===== src/rtl/instr_sequencer_if.sv =====
`default_nettype none
// ============================================================================
// Module      : instr_sequencer_if
// Description : Instruction issue handshake between the sequencer (master)
//               and the consuming core (slave).
// Revision    : 1.0 - initial release
// ============================================================================
interface instr_sequencer_if #(
  parameter int INSTR_W = 16
);
  logic [INSTR_W-1:0] instr_out;
  logic               instr_valid;
  logic               instr_ready;

  modport master (
    output instr_out,
    output instr_valid,
    input  instr_ready
  );

  modport slave (
    input  instr_out,
    input  instr_valid,
    output instr_ready
  );
endinterface
`default_nettype wire


===== src/rtl/instr_sequencer.sv =====
`default_nettype none
// ============================================================================
// Module      : instr_sequencer
// Description : Small program memory plus fetch engine. Issues instructions
//               one at a time over a valid/ready handshake; jump (E) and
//               halt (F) opcodes are consumed locally and never issued.
// Revision    : 1.0 - initial release
// ============================================================================
module instr_sequencer #(
  parameter int INSTR_W = 16,
  parameter int ADDR_W  = 4,
  parameter int DEPTH   = 16
) (
  input  logic                clk,
  input  logic                rst,        // asynchronous, active-low
  input  logic                load_en,
  input  logic [ADDR_W-1:0]   load_addr,
  input  logic [INSTR_W-1:0]  load_data,
  input  logic                start,
  instr_sequencer_if.master   bus,
  output logic [ADDR_W-1:0]   pc,
  output logic                busy,
  output logic                done
);

  localparam logic [3:0] OP_JUMP = 4'hE;
  localparam logic [3:0] OP_HALT = 4'hF;

  typedef enum logic [1:0] {
    S_IDLE  = 2'd0,
    S_FETCH = 2'd1,
    S_ISSUE = 2'd2,
    S_DONE  = 2'd3
  } state_t;

  state_t             state_q;
  logic [ADDR_W-1:0]  pc_q;
  logic [INSTR_W-1:0] ir_q;
  logic               valid_q;
  logic               busy_q;
  logic               done_q;
  logic [INSTR_W-1:0] mem_q [DEPTH];

  logic               w_stopped;
  logic [3:0]         w_ir_op;
  logic [3:0]         w_fetch_op;

  // Loading and starting are only honoured while the engine is not running.
  assign w_stopped  = (state_q == S_IDLE) || (state_q == S_DONE);
  assign w_ir_op    = ir_q[INSTR_W-1 -: 4];
  assign w_fetch_op = mem_q[pc_q][INSTR_W-1 -: 4];

  // Program memory write port; contents survive reset on purpose.
  always_ff @(posedge clk) begin
    if (load_en && w_stopped) begin
      mem_q[load_addr] <= load_data;
    end
  end

  // Fetch/issue state machine with registered valid/busy/done outputs.
  // valid is decided at fetch time from the opcode being loaded, so it never
  // depends combinationally on instr_ready.
  always_ff @(posedge clk or negedge rst) begin
    if (!rst) begin
      state_q <= S_IDLE;
      pc_q    <= '0;
      ir_q    <= '0;
      valid_q <= 1'b0;
      busy_q  <= 1'b0;
      done_q  <= 1'b0;
    end else begin
      case (state_q)
        S_IDLE, S_DONE: begin
          if (start) begin
            state_q <= S_FETCH;
            pc_q    <= '0;
            busy_q  <= 1'b1;
            done_q  <= 1'b0;
          end
        end
        S_FETCH: begin
          ir_q    <= mem_q[pc_q];
          valid_q <= (w_fetch_op != OP_JUMP) && (w_fetch_op != OP_HALT);
          state_q <= S_ISSUE;
        end
        S_ISSUE: begin
          if (w_ir_op == OP_HALT) begin
            state_q <= S_DONE;
            busy_q  <= 1'b0;
            done_q  <= 1'b1;
          end else if (w_ir_op == OP_JUMP) begin
            pc_q    <= ir_q[ADDR_W-1:0];
            state_q <= S_FETCH;
          end else if (bus.instr_ready) begin
            pc_q    <= pc_q + 1'b1;   // wraps naturally at DEPTH-1
            valid_q <= 1'b0;
            state_q <= S_FETCH;
          end
        end
        default: begin
          state_q <= S_IDLE;
        end
      endcase
    end
  end

  assign bus.instr_out   = ir_q;
  assign bus.instr_valid = valid_q;
  assign pc              = pc_q;
  assign busy            = busy_q;
  assign done            = done_q;

endmodule
`default_nettype wire


===== src/flat_wrapper.sv =====
// flat-port wrapper written by rule: the top's interface ports become plain ports
module instr_sequencer_flat 
#(
  parameter int INSTR_W = 16,
  parameter int ADDR_W  = 4,
  parameter int DEPTH   = 16
)
  (clk, rst, load_en, load_addr, load_data, start, pc, busy, done, bus_instr_out, bus_instr_valid, bus_instr_ready);
  instr_sequencer_if #(.INSTR_W(INSTR_W)) bus_i ();
  input  logic clk;
  input  logic rst;
  input  logic load_en;
  input  logic [ADDR_W-1:0] load_addr;
  input  logic [INSTR_W-1:0] load_data;
  input  logic start;
  output logic [ADDR_W-1:0] pc;
  output logic busy;
  output logic done;
  output wire logic [$bits(bus_i.instr_out)-1:0] bus_instr_out;
  output wire logic [$bits(bus_i.instr_valid)-1:0] bus_instr_valid;
  input wire logic [$bits(bus_i.instr_ready)-1:0] bus_instr_ready;
  assign bus_instr_out = bus_i.instr_out;
  assign bus_instr_valid = bus_i.instr_valid;
  assign bus_i.instr_ready = bus_instr_ready;
  instr_sequencer #(.INSTR_W(INSTR_W), .ADDR_W(ADDR_W), .DEPTH(DEPTH)) u_core (.clk(clk), .rst(rst), .load_en(load_en), .load_addr(load_addr), .load_data(load_data), .start(start), .bus(bus_i), .pc(pc), .busy(busy), .done(done));
endmodule

===== config.mk =====
export PLATFORM = sky130hd
export DESIGN_NAME = instr_sequencer_flat
export DESIGN_NICKNAME = d
export VERILOG_FILES = /design/src/rtl/instr_sequencer_if.sv /design/src/rtl/instr_sequencer.sv /design/src/flat_wrapper.sv
export SDC_FILE = /design/constraint.sdc
export NUM_CORES = 1
export LEC_CHECK = 0
export CORE_ASPECT_RATIO = 0.9
export CORE_MARGIN = 2
export CORE_UTILIZATION = 38
export CTS_CLUSTER_DIAMETER = 120
export DETAILED_ROUTE_END_ITERATION = 16
export PLACE_DENSITY = 0.53
export SLEW_MARGIN = 20
export SYNTH_ARGS = -nofsm -noshare
export SYNTH_HDL_FRONTEND = slang
export SYNTH_SLANG_ARGS = --single-unit

===== constraint.sdc =====
create_clock -name clk -period 2.7 [get_ports clk]
set_input_delay 0.54 -clock clk [delete_from_list [all_inputs] [get_ports clk]]
set_output_delay 0.54 -clock clk [all_outputs]
set_load 0.005 [all_outputs]

# Word level (Yosys, flattened, before mapping)
# Memory sizes are Yosys's and may differ from the RTL's.
# Index checks and enable logic that the tools add are counted.
totals:
  regBits: 25
  mem_bits_rw: 256
  input_bits: 25
  out_inout_bits: 23
  elab_cells: 55
  mem_count: 1
op_classes:
  add_sub_neg: 1
  n_eq_ne: 14
  n_mux: 22
  reduce_logical: 11
mem_list:
  columns: ["name", "words", "word_bits", "rd", "rd_clocked_by_memory_dff", "wr", "line_no", "rtl"]
  rows:
  - ["u_core.mem_q", 16, 16, 1, 0, 1, "instr_sequencer.sv:42", "logic [INSTR_W-1:0] mem_q [DEPTH];"]
op_table:
  columns: ["op", "n"]
  rows:
  - ["4-bit two-way mux", 4]
  - ["1-bit two-way mux", 9]
  - ["4-bit equality test, second input constant", 2]
  - ["2-bit two-way mux", 4]
  - ["2-bit inequality test, second input constant", 4]
  - ["4-bit inequality test, second input constant", 2]
  - ["4-bit one-hot mux with 2 select lines", 1]
  - ["4-bit AND reduction", 2]
  - ["1-bit one-hot mux with 2 select lines", 3]
  - ["2-bit one-hot mux with 3 select lines", 1]
  - ["4-bit by 1-bit adder with 4-bit output, second input constant", 1]
  - ["2-bit equality test, second input constant", 2]
  - ["4-bit by 2-bit inequality test with 1-bit output, second input constant", 1]
  - ["2-bit nonzero test", 2]
  - ["3-bit by 2-bit inequality test with 1-bit output, second input constant", 1]
  - ["3-bit AND reduction", 1]
  - ["2-bit by 1-bit equality test with 1-bit output, second input constant", 1]
  - ["1-bit logical AND", 2]
  - ["2-bit zero test", 1]
  - ["2-bit by 1-bit inequality test with 1-bit output, second input constant", 1]
  - ["2-bit AND reduction", 1]
  - ["2-bit OR reduction", 1]
  - ["1-bit logical OR", 1]

# Logic depth before layout (Yosys ltp)
# Gate-level depths: netlist of the first run.
logic_depth:
  ltp_word: 5
  ltp_mapped: 8

# Worst setup path after synthesis of the first run
# OpenSTA, ideal clock, no wires.
synth_path:
  kind: "flip-flop to flip-flop"
  from: "reg u_core.state_q[0]"
  to: "mem u_core.mem_q[0][0], enable pin"
  setup_ns: 0.409
  t_arrival_ns: 2.530
  setup_slack_ns: -0.240
  stages_incl_launch_ff: 7
  synth_period_minus_slack_ns: 2.940
  path_cell_list: "dfrtp_1 > inv_1 > ha_1 > clkbuf_1 > nand2_1 > or3_1 > nor3_1"
synth_between:
  elab_chain_cells: 5
  elab_cells_between_ends: 6
  classes_between: "eq/ne (1); mux (2); reduce/logical (3)"
synth_rtl:
  columns: ["element", "line_no", "rtl"]
  rows:
  - ["start: declaration", "instr_sequencer.sv:36", "state_t state_q;"]
  - ["start signal: assignment", "instr_sequencer.sv:65", "state_q <= S_IDLE;"]
  - ["start signal: assignment", "instr_sequencer.sv:75", "state_q <= S_FETCH;"]
  - ["start signal: assignment", "instr_sequencer.sv:84", "state_q <= S_ISSUE;"]
  - ["2-bit equality test or 2-bit zero test (tied branches)", "instr_sequencer.sv:49", "assign w_stopped = (state_q == S_IDLE) || (state_q == S_DONE);"]
  - ["1-bit logical OR (*)", "instr_sequencer.sv:49", null]
  - ["1-bit logical AND (*)", "instr_sequencer.sv:55", "if (load_en && w_stopped) begin"]
  - ["1-bit two-way mux (*)", "instr_sequencer.sv:55", null]
  - ["1-bit two-way mux (implied by the code) (*)", "instr_sequencer.sv:56", "mem_q[load_addr] <= load_data;"]
  - ["end: declaration", "instr_sequencer.sv:42", null]
# Mark *: on every way between the ends. The rest lies on a longest branch, timed or not.

# Worst setup path after layout of the first run
layout_path:
  from: "reg u_core.pc_q[1], in the netlist u_core.pc[1]"
  to: "out pc[1]"
layout_rtl:
  columns: ["element", "line_no", "rtl"]
  rows:
  - ["start: declaration", "instr_sequencer.sv:37", "logic [ADDR_W-1:0] pc_q;"]
  - ["start signal: assignment", "instr_sequencer.sv:92", "pc_q <= ir_q[ADDR_W-1:0];"]
  - ["start signal: assignment", "instr_sequencer.sv:95", "pc_q <= pc_q + 1'b1;"]
  - ["end: declaration", "flat_wrapper.sv:16", "output logic [ADDR_W-1:0] pc;"]
# No word-level cell between the ends.

==> impl_summary.log, run 1 <==
[metrics] antenna violations before repair: 0
[metrics] area of the core: 28100 sq um
[metrics] mean cell area of the mapped netlist: 22.2 sq um
[metrics] number of global-route vias before repair: 5538
[metrics] most common flop cell mapped by yosys: edfxtp_1
[metrics] syn nets: 520
[metrics] Area growth syn-to-layout: 19.0%
[metrics] Nets: 610
[metrics] CP max stage cell: dfrtp_2
[metrics] fraction of layout cells with a size suffix above 1: 0.304
[metrics] Worst Path Class, Setup: reg -> out
[metrics] full die area: 30000 sq um
[metrics] slew of the pin with the lowest slew margin: 0.592 ns
[metrics] Filler cells: 2332
[metrics] Hold Violations, Final: 0
[metrics] PnR Total Power: 10.7 mW
[metrics] Worst setup startpoint: u_core.pc[1]
[metrics] slack of the critical path: 0.176 ns
[metrics] Critical Path RT: 2.16 ns
[metrics] worst stage delay on the critical path: 0.63 ns
[metrics] worst min-delay path class: in -> async
[metrics] fraction of synthesis flops using an asynchronous set or reset pin: 0.0890
[metrics] portion of the clock cycle consumed by the worst path in the final layout: 0.935
[metrics] drt via density: 5.33
[metrics] wire length of the first global-routing pass: 34900 um
[metrics] drt wl/cell: 24.2 um
[metrics] most used cells in the layout excluding fill and tap cells: 256 x edfxtp_1, 77 x mux4_2, 47 x clkdlybuf4s50_1, 28 x clkbuf_16, 26 x buf_4
[metrics] clock slew at the register clock pins of the worst setup and hold paths: 0.06 ns
[metrics] flip-flop and latch count after synthesis: 281
[metrics] number of distinct library cell variants in the gate-level netlist after synthesis: 33
[metrics] sequential fraction of the synthesis area: 0.763
[metrics] detailed-route wire length: 23300 um
[metrics] number of placement rows: 58
[metrics] Post-Syn Area: 10900 sq um
[metrics] I/O pin count: 48
[metrics] worst skew pair latency: 0.55 ns
[metrics] Worst R2R Start: u_core.state_q[0]
[metrics] number of pins with negative max-slew slack in the final report: 0
[metrics] capturing element type of the critical path: primary output
[metrics] number of enable flip-flop cells after synthesis: 256
[metrics] minimum clock period after layout: 2.52 ns
[metrics] Post-Place Worst Slack: 0.375 ns
[metrics] Max Cap Viol: 0
[metrics] drt pass-1 iters: 5
[metrics] Critical Path Fanout Max: 13
[metrics] multi-input gate area in the final layout: 2480 sq um
[metrics] maximum VDD drop: 0.582 mV
[metrics] clk sinks: 281
[metrics] post-cts sizing count: 0
[metrics] total power per unit cell area: 828 nW/um^2
[metrics] H-Tree Level Count: 1
[metrics] Inserted Clock Buffers: 28
[metrics] setup bufs post-CTS: 0
[metrics] RD Place Congestion: 0.795
[metrics] signal arrival time at the worst endpoint: 1.98 ns
[metrics] Post-CTS Hold Fix Bufs: 0
[metrics] number of remaining DRC errors: 0
[metrics] pin count of the biggest net entering global routing: 28
[metrics] final count of negative-setup-slack endpoints: 0
[metrics] antenna diode count: 0
[metrics] Detailed Place HPWL: 14300 um
[metrics] headroom to the max-slew limit: 0.604
[metrics] number of buffers inserted by port buffering: 47
[metrics] clock tree from TritonCTS: yes
[metrics] all-layer global routing usage: 0.160
[metrics] first-iteration detailed-routing DRC count: 408
[metrics] leftover overflow at the end of global routing: 0
[metrics] most common library cell in the layout ignoring fill and taps: edfxtp_1
[metrics] sequential cell area in the final layout: 8320 sq um
[metrics] largest buffer count on any clock path: 3
[metrics] RSZ-0062 raised after global routing: no
[metrics] die extent in y: 165 um
[metrics] count of nets left with antenna violations after detail routing: 0
[metrics] Layout Utilization: 0.462
[metrics] total leakage power: 4.08 nW
[metrics] worst-case clock skew: 0.0284 ns
[metrics] buffer type at the clock tree root: clkbuf_16
[metrics] result of the run: finished, final reports clean
[metrics] maximum frequency from static timing analysis: 396 MHz
[metrics] Critical Path Source Type: flop
[metrics] Initial Util: 0.388
[metrics] via count: 5127
[metrics] die extent in x: 182 um
[metrics] synthesis warning total: 0
[metrics] series of cell instances along the critical path: buf_4 -> clkdlybuf4s50_1
[metrics] count of mapped cells out of synthesis: 491
[metrics] sum of negative setup slack: 0 ns
registers in the layout, summed over array words and instances, names as in the netlist:
signal	flops
u_core.bus.instr_out	16
u_core.pc	4
u_core.state_q	2
u_core.busy	1
u_core.bus.instr_valid	1
u_core.mem_q	256
u_core.done	1
worst max-delay path: cells and delay by family, from the launching register on:
kind	cells	cell delay [ns]
buffers and inverters	2	0.82
DFF	1	0.63
stage by stage:
stage	hold WS (ns)	instance area, sq um	std cells
finish	0.412	13000	962
CTS	0.409	13000	962
global placement	0.496	12100	911
global route	0.444	13000	962
floorplan	0.244	10900	491
detailed placement	0.499	12100	911
cells by family (layout without fill, tap and decap cells):
logic type               Yosys count  after routing  share of synthesized area
buffers and inverters             27            138                     0.0145
AO/OA/AOI/OAI                     25             25                     0.0134
adder cells (fa/ha/maj)            4              4                    0.00460
multiplexers                      94             94                      0.178
flip-flops                       281            281                      0.763
AND/OR/NAND/NOR                   60             60                     0.0262
cell type report:
| class | instances | area share |
|---|---|---|
| Sequential cell | 281 | 0.642 |
| Clock buffer | 42 | 0.0604 |
| Inverter | 4 | 0.00116 |
| Clock inverter | 9 | 0.00396 |
| Timing Repair Buffer | 83 | 0.0668 |
| Multi-Input combinational cell | 183 | 0.191 |
| Tap cell | 360 | 0.0348 |
layer usage:
| layer | vias to the layer above | wire length [um] | global-route usage |
|---|---|---|---|
| met3 | 33 | 919 | 0.0234 |
| met5 | - | 0 | 0 |
| met2 | 126 | 11600 | 0.273 |
| met1 | 2731 | 10400 | 0.222 |
| li1 | 2237 | - | - |
| met4 | 0 | 437 | 0.0348 |
cell usage after synthesis (all sizes together), types with 4 or more instances:
library cell,count,area [sq um]
a21oi,7,35.0
buf,8,86.3
clkbuf,15,56.3
dfrtp,25,626
edfxtp,256,7690
ha,4,50.1
inv,4,15.0
mux2,16,195
mux4,77,1730
nand2,12,45.0
nand2b,4,25.0
nand3,9,45.0
nor2,18,67.6
nor3,6,30.0
o21ai,11,55.1
power breakdown:
part           leakage, nW  total (mW)  switching [mW]  internal (mW)
clock                0.408        3.53            1.54           1.99
combinational         1.07        1.98           0.907           1.07
sequential            2.60        5.22           0.198           5.02
total                 4.08        10.7            2.64           8.09
path summary, 6_finish.rpt:
kind / cells past startpoint / slack, ns / to
setup / recovery: 2 / 0.18 / pc[1]
hold / removal: 2 / 0.41 / u_core.bus.instr_out[6]
setup reg to reg: 6 / 0.41 / u_core.mem_q[4][12]
hold reg to reg: 1 / 0.51 / u_core.bus.instr_out[11]
max in group asynchronous: 2 / 1.95 / u_core.pc[0]
min in group clk: 1 / 0.51 / u_core.bus.instr_out[11]
Note: power is estimated with default switching activity, not from simulation.
==> run 2, diff against run 1 <==
--- a/config.mk
+++ b/config.mk
@@ -10,7 +10,7 @@
 export CORE_UTILIZATION = 38
 export CTS_CLUSTER_DIAMETER = 120
 export DETAILED_ROUTE_END_ITERATION = 16
-export PLACE_DENSITY = 0.53
+export PLACE_DENSITY = 0.51
 export SLEW_MARGIN = 20
 export SYNTH_ARGS = -nofsm -noshare
 export SYNTH_HDL_FRONTEND = slang
==> constraint.sdc (replaced) <==
create_clock -name clk -period 3.02 [get_ports clk]
set_input_delay 0.604 -clock clk [delete_from_list [all_inputs] [get_ports clk]]
set_output_delay 0.604 -clock clk [all_outputs]
set_load 0.005 [all_outputs]
==> impl_summary.log, run 2 (synthesis results as in run 1) <==
[metrics] result of the run: finished, final reports clean
[metrics] max reg flops: 256
[metrics] series of cell instances along the critical path: clkdlybuf4s50_1
[metrics] Hold Violations, Final: 0
[metrics] final count of negative-setup-slack endpoints: 0
[metrics] number of buffers inserted by port buffering: 47
[metrics] worst stage delay on the critical path: 0.75 ns
[metrics] Nets: 607
[metrics] Inserted Clock Buffers: 28
[metrics] Critical Path Source Type: flop
[metrics] WP buf/inv: 1
[metrics] worst-case clock skew: 0.00640 ns
[metrics] most common library cell in the layout ignoring fill and taps: edfxtp_1
[metrics] multi-input gate area in the final layout: 2470 sq um
[metrics] Hold Worst Slack: 0.468 ns
[metrics] Post-Place Worst Slack: 0.520 ns
[metrics] wire length of the first global-routing pass: 35800 um
[metrics] GRT met3 Usage: 0.0218
[metrics] pin count of the biggest net entering global routing: 26
[metrics] RR Endpoint: u_core.bus.instr_out[3]
[metrics] largest buffer count on any clock path: 3
[metrics] fraction of layout cells with a size suffix above 1: 0.305
[metrics] clock slew at the register clock pins of the worst setup and hold paths: 0.06 ns
[metrics] setup bufs post-CTS: 0
[metrics] maximum VDD drop: 0.472 mV
[metrics] maximum frequency from static timing analysis: 399 MHz
[metrics] all-layer global routing usage: 0.166
[metrics] Reg with most FFs: u_core.mem_q
[metrics] number of global-route vias before repair: 5413
[metrics] drt pass-1 iters: 5
[metrics] die extent in x: 182 um
[metrics] Worst Path Class, Setup: reg -> out
[metrics] Post-Place Cell Area: 12000 sq um
[metrics] area of the core: 28100 sq um
[metrics] Post-CTS Hold Fix Bufs: 0
[metrics] I/O pin count: 48
[metrics] final instance area: 12900 sq um
[metrics] Initial Util: 0.388
[metrics] slew of the pin with the lowest slew margin: 0.640 ns
[metrics] full die area: 30000 sq um
[metrics] Critical Path RT: 2.42 ns
[metrics] Max Cap Viol: 0
[metrics] leftover overflow at the end of global routing: 0
[metrics] H-Tree Level Count: 1
[metrics] worst min-delay path class: in -> async
[metrics] number of cells on the critical path: 1
[metrics] headroom to the max-slew limit: 0.573
[metrics] Critical Path Fanout Max: 25
[metrics] CP max stage cell: dfrtp_4
[metrics] portion of the clock cycle consumed by the worst path in the final layout: 0.829
[metrics] Area growth syn-to-layout: 18.7%
[metrics] count of nets left with antenna violations after detail routing: 0
[metrics] number of remaining DRC errors: 0
[metrics] clk sinks: 281
[metrics] signal arrival time at the worst endpoint: 1.90 ns
[metrics] Filler cells: 2334
[metrics] Detailed Place HPWL: 14100 um
[metrics] drt wl/cell: 25.2 um
[metrics] Worst path top cell family by delay: flip-flops
[metrics] total power per unit cell area: 761 nW/um^2
[metrics] RSZ-0062 raised after global routing: no
[metrics] fraction of met2 tracks used by global routing: 0.279
[metrics] antenna diode count: 0
[metrics] depth of the most critical reg-to-reg path: 4
[metrics] die extent in y: 165 um
[metrics] total leakage power: 4.08 nW
[metrics] number of placement rows: 58
[metrics] minimum clock period after layout: 2.50 ns
[metrics] via count: 5177
[metrics] flop-to-flop setup slack: 0.57 ns
[metrics] worst skew pair latency: 0.53 ns
[metrics] buffer type at the clock tree root: clkbuf_16
[metrics] first-iteration detailed-routing DRC count: 504
[metrics] drt via density: 5.39
[metrics] met1 Resource Use GR: 0.233
[metrics] sequential cell area in the final layout: 8320 sq um
[metrics] detailed-route wire length: 24200 um
[metrics] number of pins with negative max-slew slack in the final report: 0
[metrics] highest-utilization routing layer at the global route stage: met2
[metrics] sum of negative setup slack: 0 ns
[metrics] Worst R2R Start: u_core.pc[0]
[metrics] antenna violations before repair: 0
[metrics] RD Place Congestion: 0.752
[metrics] clock tree from TritonCTS: yes
[metrics] post-cts sizing count: 0
[metrics] most used cells in the layout excluding fill and tap cells: 256 x edfxtp_1, 77 x mux4_2, 47 x clkdlybuf4s50_1, 29 x clkbuf_16, 29 x buf_4
[metrics] slack of the critical path: 0.516 ns
[metrics] capturing element type of the critical path: primary output
run 2: changes by cell type in the layout (fill, tap and decap cells not counted), moves of 2 or more:
cell       before  now
buf_4          26   29
clkinv_1        4    9
bufinv_16       0    3
clkinv_2        4    6
clkbuf_1       11    4
buf_12         10    4
clkbuf_8        3    0
run 2: layout make-up:
cell class | count | share of cell area
clock inverter | 19 | 0.0125
tap | 360 | 0.0348
clock buffer | 33 | 0.0573
multi-input combinational | 183 | 0.191
inverter | 4 | 0.00116
timing repair buffer | 80 | 0.0594
sequential | 281 | 0.644
run 2: metrics by stage:
stage                      util  power (mW)  std cells
final                     0.460        9.83        960
after floorplan               -        5.77        491
after detailed placement  0.428        6.56        908
after global routing      0.460        10.3        960
after global placement    0.428        6.53        908
after CTS                 0.460        9.97        960
run 2: worst max-delay path by stage:
stage	start	endpoint
2_1_floorplan	u_core.state_q[0]	u_core.mem_q[0][0]
6_report	u_core.pc[0]	pc[0]
5_1_grt	u_core.pc[0]	pc[0]
3_5_place_dp	load_en	u_core.mem_q[12][5]
3_3_place_gp	u_core.pc[0]	u_core.bus.instr_out[3]
4_1_cts	u_core.pc[0]	pc[0]
run 2: power breakdown:
part	total, mW	internal (mW)	switching [mW]
Combinational	1.73	0.946	0.779
Sequential	4.72	4.49	0.231
Clock	3.39	2.00	1.39
run 2: metal layers:
| metal | vias up | wire, um |
|---|---|---|
| met5 | - | 0 |
| met4 | 0 | 510 |
| met3 | 38 | 1020 |
| met2 | 144 | 11800 |
| met1 | 2764 | 10900 |
| li1 | 2231 | - |
==> run 3, diff against run 2 <==
==> constraint.sdc (replaced) <==
create_clock -name clk -period 2.56 [get_ports clk]
set_input_delay 0.512 -clock clk [delete_from_list [all_inputs] [get_ports clk]]
set_output_delay 0.512 -clock clk [all_outputs]
set_load 0.005 [all_outputs]
==> impl_summary.log, run 3 (synthesis results as in run 1) <==
[metrics] max reg flops: 256
[metrics] count of nets left with antenna violations after detail routing: 0
[metrics] total power per unit cell area: 886 nW/um^2
[metrics] slew of the pin with the lowest slew margin: 0.621 ns
[metrics] WP buf/inv: 1
[metrics] flop-to-flop setup slack: 0.28 ns
[metrics] headroom to the max-slew limit: 0.586
[metrics] worst min-delay path class: in -> async
[metrics] pin count of the biggest net entering global routing: 40
[metrics] Post-CTS Hold Fix Bufs: 0
[metrics] setup bufs post-CTS: 0
[metrics] drt pass-1 iters: 4
[metrics] Hold Violations, Final: 0
[metrics] clock tree from TritonCTS: yes
[metrics] die extent in x: 182 um
[metrics] number of placement rows: 58
[metrics] RSZ-0062 raised after global routing: no
[metrics] most common library cell in the layout ignoring fill and taps: edfxtp_1
[metrics] Worst R2R Start: u_core.state_q[0]
[metrics] Worst Path Class, Setup: reg -> out
[metrics] worst-case clock skew: 0.00779 ns
[metrics] Critical Path RT: 2.05 ns
[metrics] signal arrival time at the worst endpoint: 1.89 ns
[metrics] worst stage delay on the critical path: 0.73 ns
[metrics] Max Cap Viol: 0
[metrics] die extent in y: 165 um
[metrics] total leakage power: 4.14 nW
[metrics] area of the core: 28100 sq um
[metrics] final count of negative-setup-slack endpoints: 0
[metrics] RR Endpoint: u_core.pc[0]
[metrics] portion of the clock cycle consumed by the worst path in the final layout: 0.938
[metrics] depth of the most critical reg-to-reg path: 6
[metrics] all-layer global routing usage: 0.169
[metrics] Worst path top cell family by delay: flip-flops
[metrics] Filler cells: 2328
[metrics] drt via density: 5.37
[metrics] number of pins with negative max-slew slack in the final report: 0
[metrics] buffer type at the clock tree root: clkbuf_16
[metrics] maximum frequency from static timing analysis: 416 MHz
[metrics] clk sinks: 281
[metrics] result of the run: finished, final reports clean
[metrics] number of global-route vias before repair: 5680
[metrics] drt wl/cell: 24.9 um
[metrics] Area growth syn-to-layout: 19.8%
[metrics] Detailed Place HPWL: 15000 um
[metrics] Initial Util: 0.388
[metrics] fraction of layout cells with a size suffix above 1: 0.319
[metrics] number of remaining DRC errors: 0
[metrics] capturing element type of the critical path: primary output
[metrics] full die area: 30000 sq um
[metrics] I/O pin count: 48
[metrics] first-iteration detailed-routing DRC count: 333
[metrics] Nets: 618
[metrics] minimum clock period after layout: 2.40 ns
[metrics] antenna violations before repair: 0
[metrics] RD Place Congestion: 0.808
[metrics] most used cells in the layout excluding fill and tap cells: 256 x edfxtp_1, 77 x mux4_2, 47 x clkdlybuf4s50_1, 36 x buf_4, 31 x clkbuf_16
[metrics] Reg with most FFs: u_core.mem_q
[metrics] worst skew pair latency: 0.54 ns
[metrics] antenna diode count: 0
[metrics] sum of negative setup slack: 0 ns
[metrics] via count: 5208
[metrics] H-Tree Level Count: 1
[metrics] number of buffers inserted by port buffering: 47
[metrics] largest buffer count on any clock path: 3
[metrics] CP max stage cell: dfrtp_1
[metrics] PnR Total Power: 11.6 mW
[metrics] Critical Path Source Type: flop
[metrics] Critical Path Fanout Max: 11
[metrics] leftover overflow at the end of global routing: 0
[metrics] Inserted Clock Buffers: 30
[metrics] series of cell instances along the critical path: clkdlybuf4s50_1
[metrics] clock slew at the register clock pins of the worst setup and hold paths: 0.06 ns
[metrics] wire length of the first global-routing pass: 36800 um
[metrics] number of cells on the critical path: 1
[metrics] maximum VDD drop: 0.458 mV
[metrics] detailed-route wire length: 24200 um
[run 3: stage by stage]
| step | setup WS, ns | area [sq um] | utilization | hold slack (ns) | cells |
|---|---|---|---|---|---|
| after global placement | 0.102 | 12100 | 0.432 | 0.493 | 917 |
| final | 0.158 | 13000 | 0.465 | 0.400 | 969 |
| after detailed placement | 0.106 | 12100 | 0.432 | 0.499 | 917 |
| after CTS | 0.102 | 13000 | 0.464 | 0.399 | 969 |
| after global routing | 0.0429 | 13000 | 0.465 | 0.424 | 969 |
| after floorplan | 0.0473 | 10900 | - | 0.216 | 491 |
[run 3: worst max-delay path by stage]
stage	startpoint	slack, ns	endpoint
floorplan	u_core.state_q[0]	0.05	u_core.mem_q[8][0]
global placement	start	0.10	u_core.pc[0]
detailed placement	start	0.11	u_core.pc[0]
CTS	u_core.pc[2]	0.10	pc[2]
global route	u_core.pc[2]	0.04	pc[2]
finish	u_core.pc[3]	0.16	pc[3]
[run 3: report_power, final]
part / internal [mW] / switching (mW) / leakage (nW)
sequential: 5.30 / 0.188 / 2.60
clock: 2.32 / 1.64 / 0.442
combinational: 1.12 / 0.993 / 1.10
[run 3: cell type report]
cell class	count	area, sq um	share of cell area
clock buffer	41	823	0.0631
clock inverter	11	78.8	0.00604
inverter	4	15.0	0.00115
multi-input combinational	183	2500	0.192
sequential	281	8320	0.638
tap	360	450	0.0345
timing repair buffer	89	861	0.0660
[run 3: metal layers]
layer / GRT usage / vias up / wire (um)
met1: 0.239 / 2772 / 10400
li1: - / 2246 / -
met4: 0.0403 / 0 / 469
met2: 0.283 / 160 / 11900
met3: 0.0223 / 30 / 1400
met5: 0 / - / 0
[run 3: timing repair]
item,4_1_cts,5_1_grt
setup endpoints to repair,0,1
gates resized for setup,0,1
hold endpoints to repair,0,0
